$ cat config.mk
export PLATFORM = sky130hd
export DESIGN_NAME = triangular_mask_stream_flat
export DESIGN_NICKNAME = d
export VERILOG_FILES = /design/src/rtl/triangular_mask_stream_if.sv /design/src/rtl/triangular_mask_stream.sv /design/src/flat_wrapper.sv
export SDC_FILE = /design/constraint.sdc
export NUM_CORES = 1
export LEC_CHECK = 0
export ABC_AREA = 1
export CAP_MARGIN = 5
export CORE_ASPECT_RATIO = 1.75
export CORE_MARGIN = 10
export CORE_UTILIZATION = 56
export CTS_CLUSTER_DIAMETER = 30
export DETAILED_ROUTE_END_ITERATION = 10
export PLACE_DENSITY_LB_ADDON = 0.2
export SLEW_MARGIN = 5
export SYNTH_ARGS = -nofsm -noshare
export SYNTH_HDL_FRONTEND = slang
export SYNTH_SLANG_ARGS = --single-unit
$ cat constraint.sdc
create_clock -name clk -period 6.4 [get_ports clk]
set_input_delay 0.64 -clock clk [delete_from_list [all_inputs] [get_ports clk]]
set_output_delay 0.64 -clock clk [all_outputs]
set_load 0.05 [all_outputs]
$ cat src/rtl/triangular_mask_stream_if.sv
// Element stream bundle for triangular_mask_stream: valid/ready input side and
// valid/ready/last output side.
interface triangular_mask_stream_if #(
  parameter int DATA_WIDTH = 32
);
  logic [DATA_WIDTH-1:0] in_tdata;
  logic                  in_tvalid;
  logic                  in_tready;
  logic [DATA_WIDTH-1:0] out_tdata;
  logic                  out_tvalid;
  logic                  out_tready;
  logic                  out_tlast;

  modport master (
    output in_tdata, in_tvalid, out_tready,
    input  in_tready, out_tdata, out_tvalid, out_tlast
  );

  modport slave (
    input  in_tdata, in_tvalid, out_tready,
    output in_tready, out_tdata, out_tvalid, out_tlast
  );
endinterface

$ cat src/rtl/triangular_mask_stream.sv
// Streams a row-major SIZE x SIZE matrix through a triangular/diagonal mask,
// dropping or zeroing masked elements, through a 2-entry output FIFO.
module triangular_mask_stream #(
  parameter int SIZE       = 4,
  parameter int DATA_WIDTH = 32
) (
  input  logic                   clk,
  input  logic                   rst,
  input  logic [2:0]             mode,
  input  logic                   fill_zero,
  triangular_mask_stream_if.slave strm,
  output logic                   matrix_done
);
  localparam int CW = (SIZE > 1) ? $clog2(SIZE) : 1;
  localparam logic [CW-1:0] LAST_IDX = CW'(SIZE - 1);

  logic [CW-1:0]         row_q, row_d, col_q, col_d;
  logic [2:0]            mode_q, mode_d;
  logic                  fill_q, fill_d;
  logic                  done_q, done_d;
  logic [DATA_WIDTH-1:0] data0_q, data0_d, data1_q, data1_d;
  logic                  last0_q, last0_d, last1_q, last1_d;
  logic [1:0]            cnt_q, cnt_d, cnt_after;
  logic                  rdy_q, rdy_d;

  logic                  accept, first, at_end, keep, last_kept, push, pop, push_last;
  logic                  row_last, col_last, row_pen, col_pen;
  logic [2:0]            eff_mode;
  logic                  eff_fill;
  logic [DATA_WIDTH-1:0] push_data;

  always_comb begin
    accept   = strm.in_tvalid & rdy_q;
    first    = (row_q == '0) && (col_q == '0);
    row_last = (row_q == LAST_IDX);
    col_last = (col_q == LAST_IDX);
    row_pen  = (SIZE >= 2) && (int'(row_q) == SIZE - 2);
    col_pen  = (SIZE >= 2) && (int'(col_q) == SIZE - 2);
    at_end   = row_last && col_last;
    // Element (0,0) already uses the mode it latches
    eff_mode = first ? mode : mode_q;
    eff_fill = first ? fill_zero : fill_q;

    case (eff_mode)
      3'd0:    keep = (row_q >= col_q);
      3'd1:    keep = (row_q <= col_q);
      3'd2:    keep = (row_q > col_q);
      3'd3:    keep = (row_q < col_q);
      3'd4:    keep = (row_q == col_q);
      default: keep = 1'b1;
    endcase

    case (eff_mode)
      3'd2:    last_kept = row_last && col_pen;
      3'd3:    last_kept = row_pen && col_last;
      default: last_kept = at_end;
    endcase

    push      = accept & (keep | eff_fill);
    push_data = keep ? strm.in_tdata : '0;
    push_last = eff_fill ? at_end : last_kept;
  end

  always_comb begin
    row_d  = row_q;
    col_d  = col_q;
    mode_d = mode_q;
    fill_d = fill_q;
    done_d = accept & at_end;
    if (accept) begin
      if (first) begin
        mode_d = mode;
        fill_d = fill_zero;
      end
      if (col_last) begin
        col_d = '0;
        row_d = row_last ? '0 : row_q + CW'(1);
      end else begin
        col_d = col_q + CW'(1);
      end
    end
  end

  // Entry 0 is the output register; a pop shifts entry 1 forward before the push lands
  always_comb begin
    data0_d   = data0_q;
    last0_d   = last0_q;
    data1_d   = data1_q;
    last1_d   = last1_q;
    pop       = (cnt_q != 2'd0) & strm.out_tready;
    if (pop) begin
      data0_d = data1_q;
      last0_d = last1_q;
    end
    cnt_after = cnt_q - {1'b0, pop};
    if (push) begin
      if (cnt_after == 2'd0) begin
        data0_d = push_data;
        last0_d = push_last;
      end else begin
        data1_d = push_data;
        last1_d = push_last;
      end
    end
    cnt_d = cnt_after + {1'b0, push};
    rdy_d = (cnt_d != 2'd2);
  end

  always_ff @(posedge clk) begin
    if (rst) begin
      row_q   <= '0;
      col_q   <= '0;
      mode_q  <= '0;
      fill_q  <= 1'b0;
      done_q  <= 1'b0;
      data0_q <= '0;
      last0_q <= 1'b0;
      data1_q <= '0;
      last1_q <= 1'b0;
      cnt_q   <= '0;
      rdy_q   <= 1'b1;
    end else begin
      row_q   <= row_d;
      col_q   <= col_d;
      mode_q  <= mode_d;
      fill_q  <= fill_d;
      done_q  <= done_d;
      data0_q <= data0_d;
      last0_q <= last0_d;
      data1_q <= data1_d;
      last1_q <= last1_d;
      cnt_q   <= cnt_d;
      rdy_q   <= rdy_d;
    end
  end

  assign strm.in_tready  = rdy_q;
  assign strm.out_tvalid = (cnt_q != 2'd0);
  assign strm.out_tdata  = data0_q;
  assign strm.out_tlast  = last0_q & (cnt_q != 2'd0);
  assign matrix_done     = done_q;
endmodule
$ cat src/flat_wrapper.sv
// flat-port wrapper written by rule: the top's interface ports become plain ports
module triangular_mask_stream_flat 
#(
  parameter int SIZE       = 4,
  parameter int DATA_WIDTH = 32
)
  (clk, rst, mode, fill_zero, matrix_done, strm_in_tdata, strm_in_tvalid, strm_out_tready, strm_in_tready, strm_out_tdata, strm_out_tvalid, strm_out_tlast);
  triangular_mask_stream_if #(.DATA_WIDTH(DATA_WIDTH)) strm_i ();
  input  logic clk;
  input  logic rst;
  input  logic [2:0] mode;
  input  logic fill_zero;
  output logic matrix_done;
  input wire logic [$bits(strm_i.in_tdata)-1:0] strm_in_tdata;
  input wire logic [$bits(strm_i.in_tvalid)-1:0] strm_in_tvalid;
  input wire logic [$bits(strm_i.out_tready)-1:0] strm_out_tready;
  output wire logic [$bits(strm_i.in_tready)-1:0] strm_in_tready;
  output wire logic [$bits(strm_i.out_tdata)-1:0] strm_out_tdata;
  output wire logic [$bits(strm_i.out_tvalid)-1:0] strm_out_tvalid;
  output wire logic [$bits(strm_i.out_tlast)-1:0] strm_out_tlast;
  assign strm_i.in_tdata = strm_in_tdata;
  assign strm_i.in_tvalid = strm_in_tvalid;
  assign strm_i.out_tready = strm_out_tready;
  assign strm_in_tready = strm_i.in_tready;
  assign strm_out_tdata = strm_i.out_tdata;
  assign strm_out_tvalid = strm_i.out_tvalid;
  assign strm_out_tlast = strm_i.out_tlast;
  triangular_mask_stream #(.SIZE(SIZE), .DATA_WIDTH(DATA_WIDTH)) u_core (.clk(clk), .rst(rst), .mode(mode), .fill_zero(fill_zero), .strm(strm_i), .matrix_done(matrix_done));
endmodule
# After elaboration in Yosys (flattened, before gate mapping)
# Cells that the tools add are included.
# totals
regBits	78
wordCells	61
# classes
add_sub_neg	4
order_cmp	4
eq_ne	10
muxes	14
n_bitwise	7
reduce_logical	11
# op_table
operator	count
$mux 32	4
$eq 2x2->1 const B	4
$eq 3x2->1 const B	2
$logic_not 2->1	3
$and 1x1->1	5
$mux 1	5
$pmux 1 s5	1
$add 2x1->2 const B	2
$logic_and 1x1->1	4
$mux 2	2
$reduce_and 2->1	2
$eq 3x1->1 const B	1
$eq 3x3->1 const B	1
$logic_not 3->1	1
$mux 3	1
$add 2x1->2	1
$eq 2x2->1	1
$ge 2x2->1	1
$gt 2x2->1	1
$le 2x2->1	1
$lt 2x2->1	1
$ne 2x2->1 const B	1
$pmux 1 s2	1
$reduce_bool 2->1	1
other kinds (3)	3

# Longest topological paths before layout
# depth
ltp_word	9
mapped_depth	17
ltp_nobuf	17

# Worst setup path before layout
# Ideal clock, no wire load.
# synth_timing
path_kind	flip-flop to flip-flop
start	register u_core.cnt_q[1]
end	register u_core.data1_q[23]
setup_time_ns	0.113
t_arrival_ns	2.528
path_slack_ns	3.759
path_stages_with_launch	17
n_path_buf	3
period_less_slack_ns	2.641
path_cell_list	dfxtp_1 -> inv_1 -> nand2_1 -> nand2_1 -> inv_1 -> clkbuf_1 -> clkbuf_1 -> ha_1 -> xnor2_1 -> inv_1 -> nor2_1 -> inv_1 -> nand3_2 -> buf_2 -> nand2_1 -> nand2_1 -> nor2_1
# synth_via
elab_chain_cells	6
# synth_rtl
item	line	text
start: declaration	triangular_mask_stream.sv:23	logic [1:0] cnt_q, cnt_d, cnt_after;
start signal: assignment	triangular_mask_stream.sv:132	cnt_q <= cnt_d;
$reduce_bool 2->1	-	
named net strm_out_tvalid	flat_wrapper.sv:19	output wire logic [$bits(strm_i.out_tvalid)-1:0] strm_out_tvalid;
$and 1x1->1	triangular_mask_stream.sv:90	pop = (cnt_q != 2'd0) & strm.out_tready;
$sub 2x1->2	triangular_mask_stream.sv:95	cnt_after = cnt_q - {1'b0, pop};
$logic_not 2->1	triangular_mask_stream.sv:97	if (cnt_after == 2'd0) begin
$not 1->1 (no source line)	-	
$reduce_and 2->1 (no source line)	-	
end signal: assignment	triangular_mask_stream.sv:130	data1_q <= data1_d;
end: declaration	triangular_mask_stream.sv:21	logic [DATA_WIDTH-1:0] data0_q, data0_d, data1_q, data1_d;
# The timed path passes the listed nets, and every way through them passes these cells.
# A chain may end at the register's enable or synchronous reset.

# Worst setup path after layout
# layout_timing
start	register u_core.row_q[0]
end	register u_core.rdy_q, in the netlist u_core.strm.in_tready
# layout_via
elab_chain_cells	9
# layout_rtl
item	line	text
start: declaration	triangular_mask_stream.sv:17	logic [CW-1:0] row_q, row_d, col_q, col_d;
start signal: assignment	triangular_mask_stream.sv:123	row_q <= row_d;
$logic_not 2->1	triangular_mask_stream.sv:34	first = (row_q == '0) && (col_q == '0);
$logic_and 1x1->1	triangular_mask_stream.sv:34	
$mux 3	-	
$eq 3x3->1, or another cell as far along	triangular_mask_stream.sv:44	case (eff_mode)
$pmux 1 s5	triangular_mask_stream.sv:44	
$or 1x1->1 (*)	triangular_mask_stream.sv:59	push = accept & (keep | eff_fill);
$and 1x1->1 (*)	triangular_mask_stream.sv:59	
$add 2x1->2 (*)	triangular_mask_stream.sv:105	cnt_d = cnt_after + {1'b0, push};
$ne 2x2->1 (*)	triangular_mask_stream.sv:106	rdy_d = (cnt_d != 2'd2);
end signal: assignment	triangular_mask_stream.sv:133	rdy_q <= rdy_d;
end: declaration	triangular_mask_stream.sv:24	logic rdy_q, rdy_d;
# Every way passes the cells marked *; elsewhere a longest branch is shown, timed or not.

==> flow_metrics.env <==
export IMPL_status="complete, no violations"
export IMPL_syn_inst=660
export IMPL_syn_to_final_growth_pct=26.0
export IMPL_skew_ns=0.00318
export IMPL_critPathTopFamily="simple AND/OR/NAND/NOR gates"
export IMPL_clkTransAtPathRegs_ns=0.06
export IMPL_final_cells=807
export IMPL_n_antenna_cell=0
export IMPL_route_detailed_drc=0
export IMPL_post_cts_buffers=0
export IMPL_antenna_found_initial=0
export IMPL_layout_common_cells="nand2_1, nor2_1, inv_1"
export IMPL_period_share_pct=49.2
export IMPL_wire_per_inst_um=12.4
export IMPL_first_iter_violations=255
export IMPL_crit_required_ns=6.62
export IMPL_syn_area_per_cell_um2=6.09
export IMPL_rsz0062_at_grt="no"
export IMPL_clock_latency_ns=0.34
export IMPL_viasPerCell=4.85
export IMPL_globalplace_congestion=0.887
export IMPL_drtPass1Iterations=4
export IMPL_finalSetupTns_ns=0
export IMPL_coreArea_mm2=0.00696
export IMPL_crit_fanout=21
export IMPL_finalSetupViolCount=0
export IMPL_hold_buffers=0
export IMPL_initial_utilization_pct=57.8
export IMPL_synth_warnings=0
export IMPL_grt_pass1_wl_um=16400
export IMPL_gr_usage_all_layers_pct=17.5
export IMPL_ioPinCount=76
export IMPL_tightest_slew_ns=1.18
export IMPL_layout_nets=768
export IMPL_grt_start_max_net_pins=72
export IMPL_worst_hold_slack_ns=0.498
export IMPL_hp_class="reg -> reg"
export IMPL_syn_area_mm2=0.00402
export IMPL_ys_ff_latch=78
export IMPL_place_area_mm2=0.00473
export IMPL_hold_viol=0
export IMPL_crit_arrival_ns=3.37
export IMPL_period_minus_slack_ns=3.15
export IMPL_utilization_pct=72.9
export IMPL_drv_slew=0
export IMPL_power_mw=2.69
export IMPL_drtAntennaViolNets=0
export IMPL_vdd_drop_max_mv=0.249
export IMPL_worst_setup_path_type="reg -> reg"
export IMPL_drive_gt1_share_pct=4.15
export IMPL_mostFrequentLayoutCell="nand2_1"
export IMPL_dp_slack_ns=3.03
export IMPL_relSlewSlack_pct=21.4
export IMPL_finish_instance_area_mm2=0.00507
export IMPL_yosysUniqueCellTypes=24
export IMPL_path_buf_inv=2
export IMPL_crit_chain="inv_1 -> ha_1 -> nand2_2 -> nand2_1 -> nand2_1 -> nand3_1 -> nand2_1 -> nand2_1 -> nand3_1 -> buf_4 -> nand2_1 -> nand2_1 -> ha_1 -> nand2_1 -> nand2_1 -> nor2_1 -> nand2_1"
export IMPL_max_cap_violations=0
export IMPL_slowest_stage="nand3_1"
export IMPL_htree_levels=3
export IMPL_port_buffers=75
export IMPL_vias=3913
export IMPL_dieArea_mm2=0.0111
export IMPL_crit_top_cell="nand2_1"
export IMPL_cts_sinks=78
export IMPL_leakage_nw=2.78
export IMPL_rows=40
export IMPL_syn_num_nets=710
export IMPL_start_kind="register"
export IMPL_final_setup_worst_slack_ns=3.25
export IMPL_dp_cells=790
export IMPL_p_per_area_mw_per_mm2=530
export IMPL_cts_buffers=9
export IMPL_routed_wl_um=9990
export IMPL_cts_resized=0
export IMPL_ys_seq_area_share_pct=38.8
export IMPL_cts_tree="built"
export IMPL_grt_overflow_total=0
export IMPL_grt_pass1_vias=3785
export IMPL_end_kind="register"
export IMPL_fp_dieH_um=132
export IMPL_fmax_ghz=0.317
export IMPL_clockBufferDepth=2
export IMPL_clockRootBuffer="clkbuf_16"
export IMPL_max_stage_delay_ns=0.40
export IMPL_die_x_um=84.1
export IMPL_hpwlAfterDp_um=6820
-- metal layers --
| metal | global-route usage [%] | share of wire (%) |
|---|---|---|
| met1 | 17.5 | 39 |
| met2 | 32.3 | 54 |
| met3 | 4.21 | 3.9 |
| met4 | 8.04 | 3.0 |
| met5 | 0 | 0 |
-- layout make-up --
cell class / instances / area (µm²)
clock buffer: 13 / 280
tap: 84 / 105
clock inverter: 3 / 40.0
multi-input combinational: 456 / 1940
fill: 583 / 1890
inverter: 94 / 353
timing repair buffer: 79 / 793
sequential: 78 / 1560
-- registers in the layout, summed over array words and instances (netlist names) --
register / flops
u_core.col_q: 2
u_core.strm.out_tdata: 32
u_core.strm.in_tready: 1
u_core.data1_q: 32
u_core.mode_q: 3
u_core.fill_q: 1
u_core.row_q: 2
u_core.cnt_q: 2
u_core.last0_q: 1
u_core.matrix_done: 1
u_core.last1_q: 1
-- worst reg2reg max path, delay by kind of cell, from the launching register on --
family                   cells  cell delay (ns)
AND/OR/NAND/NOR             13             1.64
adder cells (fa/ha/maj)      2             0.58
buffers and inverters        2             0.51
flip-flops                   1             0.32
-- cell usage after synthesis (all sizes together) --
library cell / count / share of area, %
nand4: 1 / 0.31
mux2i: 1 / 0.25
inv: 94 / 8.8
nand3: 18 / 2.6
a31o: 1 / 0.22
o22ai: 1 / 0.16
nor2: 138 / 13
dfxtp: 78 / 39
clkbuf: 10 / 0.93
or2: 1 / 0.16
o21ai: 40 / 5.0
ha: 10 / 3.1
nand2: 234 / 22
xnor2: 1 / 0.22
buf: 22 / 3.3
a21oi: 9 / 1.1
nor3: 1 / 0.12
-- cells by family after synthesis --
kind of cell	synth area share, %
AO/OA/AOI/OAI	6.47
XOR/XNOR	0.218
adder cells (fa/ha/maj)	3.11
buffers and inverters	13.0
flip-flops	38.8
multiplexers	0.249
AND/OR/NAND/NOR	38.1
-- power by group --
group	internal [mW]	switching [mW]	leakage, nW
Sequential	0.670	0.0665	0.643
Combinational	0.448	0.969	1.98
Clock	0.343	0.193	0.162
Total	1.46	1.23	2.78
-- path summary, 6_finish.rpt --
path              cells after the start             from  slack (ns)               endpoint
hold / removal                        2    u_core.fill_q        0.50          u_core.fill_q
setup / recovery                     17  u_core.row_q[0]        3.25  u_core.strm.in_tready
setup reg to reg                     17  u_core.row_q[0]        3.25  u_core.strm.in_tready
hold reg to reg                       2    u_core.fill_q        0.50          u_core.fill_q
Power figures use the tool's default switching activity.
==> RTL edit 1 (same settings) <==
`DATA_WIDTH` is set to 32 in 3 places; all go to 48.
--- a/src/rtl/triangular_mask_stream_if.sv
+++ b/src/rtl/triangular_mask_stream_if.sv
@@ -3,3 +3,3 @@
 interface triangular_mask_stream_if #(
-  parameter int DATA_WIDTH = 32
+  parameter int DATA_WIDTH = 48
 );
--- a/src/rtl/triangular_mask_stream.sv
+++ b/src/rtl/triangular_mask_stream.sv
@@ -4,3 +4,3 @@
   parameter int SIZE       = 4,
-  parameter int DATA_WIDTH = 32
+  parameter int DATA_WIDTH = 48
 ) (
--- a/src/flat_wrapper.sv
+++ b/src/flat_wrapper.sv
@@ -4,3 +4,3 @@
   parameter int SIZE       = 4,
-  parameter int DATA_WIDTH = 32
+  parameter int DATA_WIDTH = 48
 )
Interface: changed (resized strm_in_tdata and strm_out_tdata); port bits go from 76 to 108. No check against the original RTL was run, so the function may have changed too.
==> RTL edit 1 against the original RTL <==
Largest cell class unchanged; clock power decreased by 4.7%; wire length increased by 30%; total power increased by 35%; setup slack improved by 0.064 ns; die area increased by 31%; final area increased by 36%; critical path type is now in2reg; area after synthesis increased by 39%; sequential cell count increased by 32.
==> RTL edit 1: results (changes against the original RTL) <==
- The flow ran to the end, and the final reports show no timing, DRC or antenna violations.
- The global routing usage summed across all routing layers came to 18.0% (+0.55 points).
- The largest net degree at the start of global routing is 97 (+35%).
- The path class of the lowest-slack min-delay path is reg2reg.
- The path depth of the worst reg2reg path came to 13 (-4).
- After clock tree synthesis, the clock-pin slew on the worst setup and hold paths is 0.07 ns.
- The final routed wire length divided by cell count is 11.5 um (-7.2%).
- The routed metal-1 wire length came to 5360 um (+36%).
- The detailed-route DRC error count is 0 (unchanged).
- The post-synth net total was 992 (+40%).
- The startpoint of the worst setup timing path is strm_out_tready.
- By area the synthesized netlist is led by dfxtp_1 (39%), nand2_1 (22%), nor2_1 (13%).
- The endpoint of the worst register-to-register path is u_core.strm.out_tdata[29]$_SDFF_PP0_.
- The sum of met2 wire segment lengths after detailed routing is 6740 um (+26%).
- The number of buffers added for setup after CTS is 0 (unchanged).
- The global-route wire length before repair came to 21900 um (+33%).
- The number of buffers inserted by port buffering came to 107 (+43%).
- The fill cell total of the finished layout is 924 (+58%).
- The pre-CTS worst setup slack is 2.95 ns (-0.0809 ns).
- The number of detailed-routing iterations run before antenna repair is 5 (+1).
- The length of routed met3 wiring is 599 um (+54%).
- The register-to-register path setup slack was 3.42 ns (+0.17 ns).
- The clock latency at the later pin of the worst-skew pair is 0.35 ns.
- The smallest hold slack is 0.467 ns (-0.0307 ns).
- The routability congestion estimate is 0.901 (+1.6%).
- The commonest cells after synthesis are nand2_1 (325), nor2_1 (197), inv_1 (119), dfxtp_1 (110), o21ai_0 (56).
- The leakage power total is 3.75 nW (+35%).
- The number of buffers created by CTS is 9 (unchanged).
- The synthesized area per cell was 6.05 um2 (-0.66%).
- The hold path depth was 2 (unchanged).
- The maximum level of the CTS H-tree is 3 (unchanged).
- The half-perimeter wire length of the detailed placement result is 8570 um (+26%).
- The end of the worst hold path is u_core.fill_q$_SDFFE_PP0P_.
- The violation count after the first detailed-route iteration was 278 (+9.0%).
- The worst-path maximum fanout is 90 (+330%).
- The maximum ir drop on the vdd rail is 0.000455 V (+83%).
- The setup skew after layout was 0.00774 ns (+0.00457 ns).
- The number of antenna violations at the first check in global routing is 0 (unchanged).
- The worst-case clock buffer depth came to 2 (unchanged).
- The count of non-filler cells in the finished layout is 1129 (+40%).
- The via count of the routed design was 5329 (+36%).
- The fraction of final layout cells sized beyond drive strength 1 is 3.98% (-0.17 points).
- The part of the Yosys area used for sequential elements is 39.3% (+0.46 points).
- The actual slew at the worst max-slew pin is 1.02 ns (-0.154 ns).
- The via count of the first global-routing pass was 5029 (+33%).
- The share of flip-flops with an asynchronous set or reset is 0% (unchanged).
- The number of library cell types mapped by synthesis came to 24 (unchanged).
- The signal arrival time at the worst endpoint is 3.32 ns (-0.05 ns).
RTL edit 1: per-stage QoR:
stage	utilization [%]	instance area [um2]
2_1_floorplan	-	5610
3_3_place_gp	67.2	6620
3_5_place_dp	67.2	6620
4_1_cts	69.9	6890
5_1_grt	69.9	6890
6_report	69.9	6890
RTL edit 1: cell type report:
class                   count  area, um2  area share [%]
well taps                 125        156            2.27
flip-flops and latches    110       2200            32.0
repair buffers            110       1090            15.9
clock buffers               9        225            3.27
clock inverters             6       38.8           0.563
multi-input cells         638       2680            38.9
inverters                 131        492            7.14
RTL edit 1: cell families (layout without fill, tap and decap cells):
logic type	after synthesis	after routing	synth area share, %
AO/OA/AOI/OAI	68	68	6.11
AND/OR/NAND/NOR	559	559	39.0
XOR/XNOR	1	1	0.156
flip-flops	110	110	39.3
buffers and inverters	178	256	13.2
adder cells (fa/ha/maj)	10	10	2.23
RTL edit 1: worst max-delay path, stage by stage:
cell and delay (ns):
clkdlybuf4s50_1 0.39, nand2_1 0.11, inv_2 0.05, ha_1 0.20, xnor2_1 0.13, inv_1 0.08
nor2_1 0.25, clkinv_1 0.36, nand3_4 0.81, nand2_1 0.14, nand2_1 0.10, nor2_1 0.04
RTL edit 1: worst max path at each step:
stage / end / slack [ns]
5_1_grt: u_core.data1_q[10]$_SDFFE_PP0P_ / 3.05
6_report: u_core.data1_q[46]$_SDFFE_PP0P_ / 3.31
3_5_place_dp: u_core.data1_q[46]$_SDFFE_PP0P_ / 2.95
3_3_place_gp: u_core.data1_q[33]$_SDFFE_PP0P_ / 3.05
4_1_cts: u_core.data1_q[46]$_SDFFE_PP0P_ / 3.31
2_1_floorplan: u_core.data1_q[38]$_SDFFE_PP0P_ / 3.44
RTL edit 1: layer usage:
layer  vias up  global-route usage, %
li1       2875                      -
met3        13                   2.66
met5         -                      0
met4         0                   7.90
met1      2352                   19.7
met2        89                   32.4
RTL edit 1: power breakdown:
| part | switching, mW | leakage [nW] | internal, mW | total, mW |
|---|---|---|---|---|
| combinational | 1.41 | 2.71 | 0.663 | 2.07 |
| clock | 0.250 | 0.127 | 0.261 | 0.511 |
| sequential | 0.0982 | 0.907 | 0.958 | 1.06 |
| total | 1.75 | 3.75 | 1.88 | 3.64 |
==> RTL edit 2 (config.mk and constraints unchanged) <==
Made on the original files. Add an input register stage for `mode`; this delays it by one clock. The other inputs are not delayed to match.
--- a/src/rtl/triangular_mask_stream.sv
+++ b/src/rtl/triangular_mask_stream.sv
@@ -15,2 +15,12 @@
   localparam logic [CW-1:0] LAST_IDX = CW'(SIZE - 1);
+
+  logic [2:0] mode_r;
+
+  always_ff @(posedge clk) begin
+    if (rst) begin
+      mode_r <= '0;
+    end else begin
+      mode_r <= mode;
+    end
+  end
 
@@ -40,3 +50,3 @@
     // Element (0,0) already uses the mode it latches
-    eff_mode = first ? mode : mode_q;
+    eff_mode = first ? mode_r : mode_q;
     eff_fill = first ? fill_zero : fill_q;
@@ -71,3 +81,3 @@
       if (first) begin
-        mode_d = mode;
+        mode_d = mode_r;
         fill_d = fill_zero;
Check against the original RTL: not equivalent (Yosys sat finds a counterexample within 4 cycles, from zero or initial values and one cycle with rst high).
==> RTL edit 2 against the original RTL <==
Synthesized cell count is 1.4% higher; final area is 1.8% higher; count of clock-buffer cells in the layout grew 1; register-to-register slack better by 0.25 ns; setup slack gained 0.037 ns; clock skew is 0.0019 ns higher; critical path type is now in2reg; sequential cell count grew 3; area after synthesis up 2.1%; fmax increased by 1.2%; highest routed layer unchanged; non-clock buffer count rose by 1; total power rose by 1.3%; wire length shrank 3.1%; clock power is 4.3% higher.
==> RTL edit 2: results (changes against the original RTL) <==
- The worst-path maximum fanout was 65 (+210%).
- The via count of the first global-routing pass came to 3838 (+1.4%).
- The complex-gate fraction of the synthesized area came to 6.34% (-0.13 points).
- The total power density per cell area was 528 nW/um2 (-0.48%).
- The global-route wire length before repair is 16400 um (about the same).
- The maximum single-stage delay on the critical path is 0.48 ns (+0.08 ns).
- The setup skew after layout is 0.00504 ns (+0.00187 ns).
- The count of non-filler cells in the finished layout was 819 (+1.5%).
- The half-perimeter wire length of the detailed placement result is 6450 um (-5.5%).
- Sorting the synthesized cells by area gives the leading types as dfxtp_1 (39%), nand2_1 (21%), nor2_1 (13%).
- The routability congestion estimate is 0.882 (-0.56%).
- The mux share of post-synthesis cell area came to 0.244% (-0.0052 points).
- The met2 global-route usage is 31.3% (-1.0 points).
- The post-placement cell area is 4820 um2 (+1.9%).
- The final-stage net count is 778 (+1.3%).
- The worst-case setup margin in the final layout was 3.29 ns (+0.0369 ns).
- The largest individual stage delay along the critical path comes from the cell buf_4.
- The met1 routing resource usage after global routing is 17.2% (-0.30 points).
- The part of the Yosys area used for sequential elements is 39.5% (+0.66 points).
- The fraction of final layout cells sized beyond drive strength 1 is 3.68% (-0.47 points).
- The share of flip-flops with an asynchronous set or reset is 0% (unchanged).
- The flow ran to the end, and the final reports show no timing, DRC or antenna violations.
- The signal arrival time at the worst endpoint is 3.38 ns (about the same).
- After synthesis, the most frequently instantiated cells are nand2_1 (232), nor2_1 (140), inv_1 (96), dfxtp_1 (81), o21ai_0 (40).
- The global routing usage summed across all routing layers is 17.0% (-0.45 points).
- The number of detailed-routing iterations run before antenna repair is 5 (+1).
- The via count of the routed design is 3950 (+0.95%).
- The post-synth net total is 719 (+1.3%).
- The leakage power total is 2.83 nW (+1.5%).
- The register-to-register path setup slack was 3.50 ns (+0.25 ns).
- The xor/xnor cell area share of the yosys netlist is 0.213% (-0.0045 points).
- The instance count after placement with tap cells included is 802 (+1.5%).
- The smallest hold slack is 0.484 ns (-0.0144 ns).
- The maximum ir drop on the vdd rail was 0.000329 V (+32%).
- The final routed wire length divided by cell count is 11.8 um (-4.5%).
- The synthesized area per cell is 6.14 um2 (+0.74%).
- The pre-CTS worst setup slack is 2.62 ns (-0.413 ns).
- The met3 track demand over resource is 5.31% (+1.1 points).
- The fill cell total of the finished layout is 638 (+9.4%).
- The adder-cell area share of the yosys netlist came to 3.05% (-0.064 points).
- The violation count after the first detailed-route iteration was 264 (+3.5%).
- The headroom to the max-slew limit is 52.9% (+31 points).
RTL edit 2: layer usage:
layer	wire (um)	share of wire, %	vias to the layer above
met4	124	1.3	0
met1	3820	39	1758
met5	0	0	-
met2	5230	54	86
met3	509	5.3	14
li1	-	-	2092
RTL edit 2: cell type report:
cell class,count,share of cell area [%]
multi-input cells,459,37.6
flip-flops and latches,81,31.4
repair buffers,80,15.5
inverters,97,7.05
clock buffers,14,5.12
well taps,86,2.08
clock inverters,2,1.16
RTL edit 2: cell families after synthesis:
logic type                 count (synthesis)
DFF                                       81
AOI/OAI and AO/OA                         51
muxes                                      1
and+or+nand+nor                          396
adders and majority gates                 10
xor gates and xnor gates                   1
buffers and inverters                    129
RTL edit 2: worst paths after layout:
kind / from / end / cells past startpoint
setup / recovery: strm_out_tready / u_core.strm.out_tdata[22]$_SDFF_PP0_ / 13
hold / removal: u_core.fill_q$_SDFFE_PP0P_ / u_core.fill_q$_SDFFE_PP0P_ / 2
setup reg to reg: u_core.cnt_q[1]$_SDFF_PP0_ / u_core.strm.out_tdata[22]$_SDFF_PP0_ / 14
hold reg to reg: u_core.fill_q$_SDFFE_PP0P_ / u_core.fill_q$_SDFFE_PP0P_ / 2
RTL edit 2: power by group:
| part | internal, mW | switching [mW] | total, mW |
|---|---|---|---|
| Combinational | 0.449 | 0.960 | 1.41 |
| Clock | 0.364 | 0.195 | 0.559 |
| Sequential | 0.689 | 0.0669 | 0.756 |
RTL edit 2: critical path, delay by kind of cell:
kind	cells	cell delay (ns)
fa+ha+maj	1	0.28
buf+inv	5	1.48
xor+xnor	1	0.12
simple gates	6	0.83
